[src/rtl/alu_share_arbiter.sv]
// rtl/alu_share_arbiter.sv - two-requester shared ALU with a one-deep registered result
// Optional feature macro: ALU_ARB_FIXED_PRIO_EN (requester 0 always wins contention)
// Ports:
//   clk, rst_n                  clock, asynchronous active-low reset
//   reqK_valid / reqK_ready     requester K handshake (K = 0, 1)
//   reqK_op, reqK_a, reqK_b     operation code and operands of requester K
//   rsp_valid / rsp_ready       result handshake
//   rsp_id, rsp_result, rsp_zero  owner, value and zero flag of the held result
module alu_share_arbiter #(
   parameter int RR_INIT = 1
) (
   input  logic        clk,
   input  logic        rst_n,
   input  logic        req0_valid,
   output logic        req0_ready,
   input  logic [3:0]  req0_op,
   input  logic [31:0] req0_a,
   input  logic [31:0] req0_b,
   input  logic        req1_valid,
   output logic        req1_ready,
   input  logic [3:0]  req1_op,
   input  logic [31:0] req1_a,
   input  logic [31:0] req1_b,
   output logic        rsp_valid,
   input  logic        rsp_ready,
   output logic        rsp_id,
   output logic [31:0] rsp_result,
   output logic        rsp_zero
);

   localparam logic [0:0] EMPTY = 1'b0;
   localparam logic [0:0] FULL  = 1'b1;

   logic [0:0]  state_q;
   logic        can_grant;
   logic        pick1;
   logic        grant;
   logic [3:0]  sel_op;
   logic [31:0] sel_a;
   logic [31:0] sel_b;
   logic [31:0] alu_res;

   // The result register can take a new value when empty or when it is
   // being drained this very cycle. rst_n gates it so no handshake is
   // offered while reset is held.
   assign can_grant = rst_n && ((state_q == EMPTY) || rsp_ready);

`ifdef ALU_ARB_FIXED_PRIO_EN
   assign pick1 = req1_valid && !req0_valid;
`else
   logic last_q;

   // Under contention requester 1 wins only if requester 0 was granted last.
   assign pick1 = req1_valid && (!req0_valid || !last_q);

   always_ff @(posedge clk or negedge rst_n) begin
      if (!rst_n) begin
         last_q <= RR_INIT[0];
      end else if (grant) begin
         last_q <= pick1;
      end
   end
`endif

   assign req0_ready = can_grant && req0_valid && !pick1;
   assign req1_ready = can_grant && pick1;
   assign grant      = req0_ready || req1_ready;

   assign sel_op = pick1 ? req1_op : req0_op;
   assign sel_a  = pick1 ? req1_a  : req0_a;
   assign sel_b  = pick1 ? req1_b  : req0_b;

   always_comb begin
      alu_res = 32'd0;
      case (sel_op)
         4'b0000: alu_res = sel_a + sel_b;
         4'b0001: alu_res = sel_a - sel_b;
         4'b0010: alu_res = {31'd0, $signed(sel_a) < $signed(sel_b)};
         4'b0011: alu_res = {31'd0, sel_a < sel_b};
         4'b0100: alu_res = sel_a & sel_b;
         4'b0101: alu_res = sel_a | sel_b;
         4'b0110: alu_res = sel_a ^ sel_b;
         default: alu_res = 32'd0;
      endcase
   end

   always_ff @(posedge clk or negedge rst_n) begin
      if (!rst_n) begin
         state_q    <= EMPTY;
         rsp_id     <= 1'b0;
         rsp_result <= 32'd0;
         rsp_zero   <= 1'b0;
      end else if (grant) begin
         state_q    <= FULL;
         rsp_id     <= pick1;
         rsp_result <= alu_res;
         rsp_zero   <= (alu_res == 32'd0);
      end else if (rsp_ready) begin
         // Payload registers keep their last value; only validity drops.
         state_q <= EMPTY;
      end
   end

   assign rsp_valid = (state_q == FULL);

endmodule

[config.mk]
export PLATFORM = sky130hd
export DESIGN_NAME = alu_share_arbiter
export DESIGN_NICKNAME = d
export VERILOG_FILES = /design/src/rtl/alu_share_arbiter.sv
export SDC_FILE = /design/constraint.sdc
export NUM_CORES = 1
export LEC_CHECK = 0
export CAP_MARGIN = 15
export CORE_AREA = 2 2 153 155
export DETAILED_ROUTE_END_ITERATION = 8
export DIE_AREA = 0 0 155 157
export SETUP_SLACK_MARGIN = 0.02
export SLEW_MARGIN = 20
export SYNTH_ARGS = -nofsm -noshare
export SYNTH_HDL_FRONTEND = slang
export SYNTH_SLANG_ARGS = --single-unit
[constraint.sdc]
create_clock -name clk -period 9.7 [get_ports clk]
set_clock_uncertainty 0.1 [all_clocks]
set_input_delay 1.455 -clock clk [delete_from_list [all_inputs] [get_ports clk]]
set_output_delay 1.455 -clock clk [all_outputs]
set_load 0.02 [all_outputs]
==> metrics.txt <==
Skew-Pair Late Insertion Delay=0.28 ns; clock tree from TritonCTS=built; share of the synthesized area in compound gates (AO/OA/AOI/OAI)=31.3%; internal power=0.000674 W; Met3 Wirelength=2600 um; hold crit path type=register to register; count of TritonRoute iterations in the first routing pass=6; peak supply drop=80.6 uV; number of levels in the clock H-tree=2; post-detailed-route via-to-cell ratio=5.71; Core Region=22,500 um2; Comb power frac=73.4%; critical path launch point=req0_valid; setup repair after global routing missed its margin=no; Inserted Clock Buffers=5; endpoints failing setup=0; clock period minus final worst setup slack=7.01 ns; I/O pin total=178; Worst Path Required=9.78 ns; number of setup buffers added after CTS=0; Unique masters post-synth=85; amount of wire on met2 after detailed routing=12,200 um; final max-slew violation count=0; maximum root-to-sink buffer count=2; synthesized netlist net count=1,406; violation count after the first detailed-route iteration=846; share of the yosys chip area belonging to registers=11.6%; worst slew margin relative to its limit=27.7%; design area=9820 um2; via count of the first global-routing pass=8,154; maximum number of pins on one net before global-route repair=74; area added between synthesis and finish=26.3%; Post-CTS Hold Buffers=0; clock root cell=clkbuf_16; share of synthesized flip-flops with an asynchronous set or reset=100%; Yosys reg bits=36; final HPWL from detailed placement=22,000 um; total number of vias=8,986; antenna-violating nets left=0; x dimension of the die=155 um; final WL=29,000 um; count of buffers from port buffering=177; R2R Path Start=last_q; switching power summed over all nets=0.000710 W; slew at the pin closest to its max-slew limit=1.08 ns; final-stage net count=1,530; number of warnings printed during yosys synthesis=0; switching power as a share of total power=51.3%; ratio of total power to cell area=141 nW/um2; dominant combinational cell family by area after synthesis=compound AO/OA/AOI/OAI gates; placer congestion estimate=0.961; clk sink count=36; multiplexer area fraction after synthesis=3.80%; most instantiated cells after synthesis=275 x nand2_1, 100 x inv_1, 99 x ha_1; die extent in y=157 um; share of layout cells above drive strength 1=4.81%; utilization after layout=43.7%; Core Rows=55; synthesized instance count=1,164; result of the run=finished, final reports clean; part of the power in registers=15.4%; dominant cell type by area after synthesis=ha_1; kind of launch point of the worst setup path=input port; # diodes=0; number of max-cap violations=0; clock-pin transition on the worst setup and hold timing paths=0.05 ns; critical hold path startpoint=rsp_result[28]; global router's overall resource usage=23.0%; largest driver fanout on the critical path=40; fill count=2,381; portion of total power attributed to the clock network=11.2%; Cell Area, Synth=7780 um2; Setup crit end kind=register; Arrival @ worst endpoint=7.09 ns; Synth Flop Type=dfrtp_1; share of the clock period used by the worst path after layout=72.2%; number of placed instances with taps included=1,566; f_max=143 MHz; most area-consuming cells after synthesis=ha_1 16%, nand2_1 13%, dfrtp_1 11%, a21oi_1 5.0%, inv_1 4.8%; leading cell type by number of instances after synthesis=nand2_1; DR WL/cell=18.4 um; met1 routed wirelength after detailed routing=13,700 um; uppermost routed layer=met4; share of synthesized cell area in and, or, nand and nor gates=27.4%; area after detailed placement=9690 um2; floorplan die area=24,300 um2; global-route wire length before repair=44,900 um; share of the synthesized area in the top cell type=15.9%; static leakage=4.46 nW; total DRC errors in the routed layout=0; final instance count without filler cells=1,574; Hold Vio Cnt, Final=0; Setup Total Neg Slack=0 ns; Post-synth EDFFs=0; number of antenna violations at the first check in global routing=0; post-CTS sizing=0; WS Path Type=input port to register; xor-xnor portion of the synthesized cell area=0.788%; Congestion Overflow GR=0; adder-cell area share of the yosys netlist=16.4%; synthesized area divided by synthesized cell count=6.68 um2; effective utilization at floorplan=34.6%
==> critical path, cell delays in order <==
cell             delay, ns
clkdlybuf4s50_1       0.57
a21bo_2               0.62
buf_4                 0.50
nand2_1               0.09
and2_1                0.18
inv_1                 0.08
ha_1                  0.30
o211ai_1              0.24
o211ai_1              0.22
a2111oi_1             1.03
o2111ai_1             0.28
a41oi_1               0.34
o21ai_0               0.13
and3_1                0.20
o41ai_1               0.26
o22ai_1               0.18
o41ai_2               0.34
==> final cells by class <==
class / instances / area (um2) / share of cell area [%]
clock buffer: 7 / 133 / 1.35
clock inverter: 1 / 5.00 / 0.0509
inverter: 100 / 375 / 3.82
multi-input combinational: 959 / 6220 / 63.3
sequential: 36 / 902 / 9.18
tap: 285 / 357 / 3.63
timing repair buffer: 186 / 1830 / 18.7
==> power by group through the flow <==
stage               clock network [W]  logic [W]  registers [W]
floorplan                           0   0.000625       0.000252
global placement                    0   0.000993       0.000215
detailed placement                  0   0.000996       0.000215
CTS                          0.000157    0.00100       0.000213
global route                 0.000165    0.00111       0.000218
finish                       0.000155    0.00102       0.000213
==> per-layer routing <==
layer,GRT usage (%),up-vias
met5,0,-
met4,5.11,0
met3,3.36,41
met2,35.8,447
met1,33.4,4133
li1,-,4365
==> sequential cells by signal (all words and copies together) (netlist names) <==
register and count:
rsp_valid 1, rsp_id 1, rsp_zero 1, last_q 1, rsp_result 32
==> final timing paths <==
check | slack (ns) | cells past startpoint | to
max in group asynchronous | 7.99 | 2 | last_q
hold reg to reg | 0.37 | 2 | rsp_result[28]
hold / removal | 0.37 | 2 | rsp_result[28]
setup reg to reg | 3.91 | 16 | rsp_zero
setup / recovery | 2.69 | 17 | rsp_zero
min in group asynchronous | 1.13 | 2 | rsp_result[29]
==> through the flow <==
stage / hold WS, ns / total power (W) / worst slack, ns
after floorplan: 0.370 / 0.000876 / 3.82
after global placement: 0.358 / 0.00121 / 2.52
after detailed placement: 0.365 / 0.00121 / 2.49
after CTS: 0.377 / 0.00137 / 2.77
after global routing: 0.400 / 0.00149 / 2.33
final: 0.373 / 0.00138 / 2.69
==> cells in the final DEF, fill, tap and decap left out, types with 12 or more instances in the layout <==
cell / count
a21oi_1: 78
inv_1: 100
nor3_1: 23
a31oi_1: 12
nand4_1: 13
mux2_2: 17
nor2_1: 67
o211ai_1: 25
ha_1: 99
a21o_1: 14
nand2b_1: 12
o21ai_0: 68
and3_1: 12
nand2_1: 275
clkdlybuf4s50_1: 176
dfrtp_1: 35
nand3_1: 27
a211oi_1: 25
==> logic make-up after synthesis <==
group                    Yosys count
AND/OR/NAND/NOR                  480
AO/OA/AOI/OAI                    344
buffers and inverters            169
adder cells (fa/ha/maj)          101
flip-flops                        36
multiplexers                      27
XOR/XNOR                           7
Note: power is estimated with default switching activity, not from simulation.
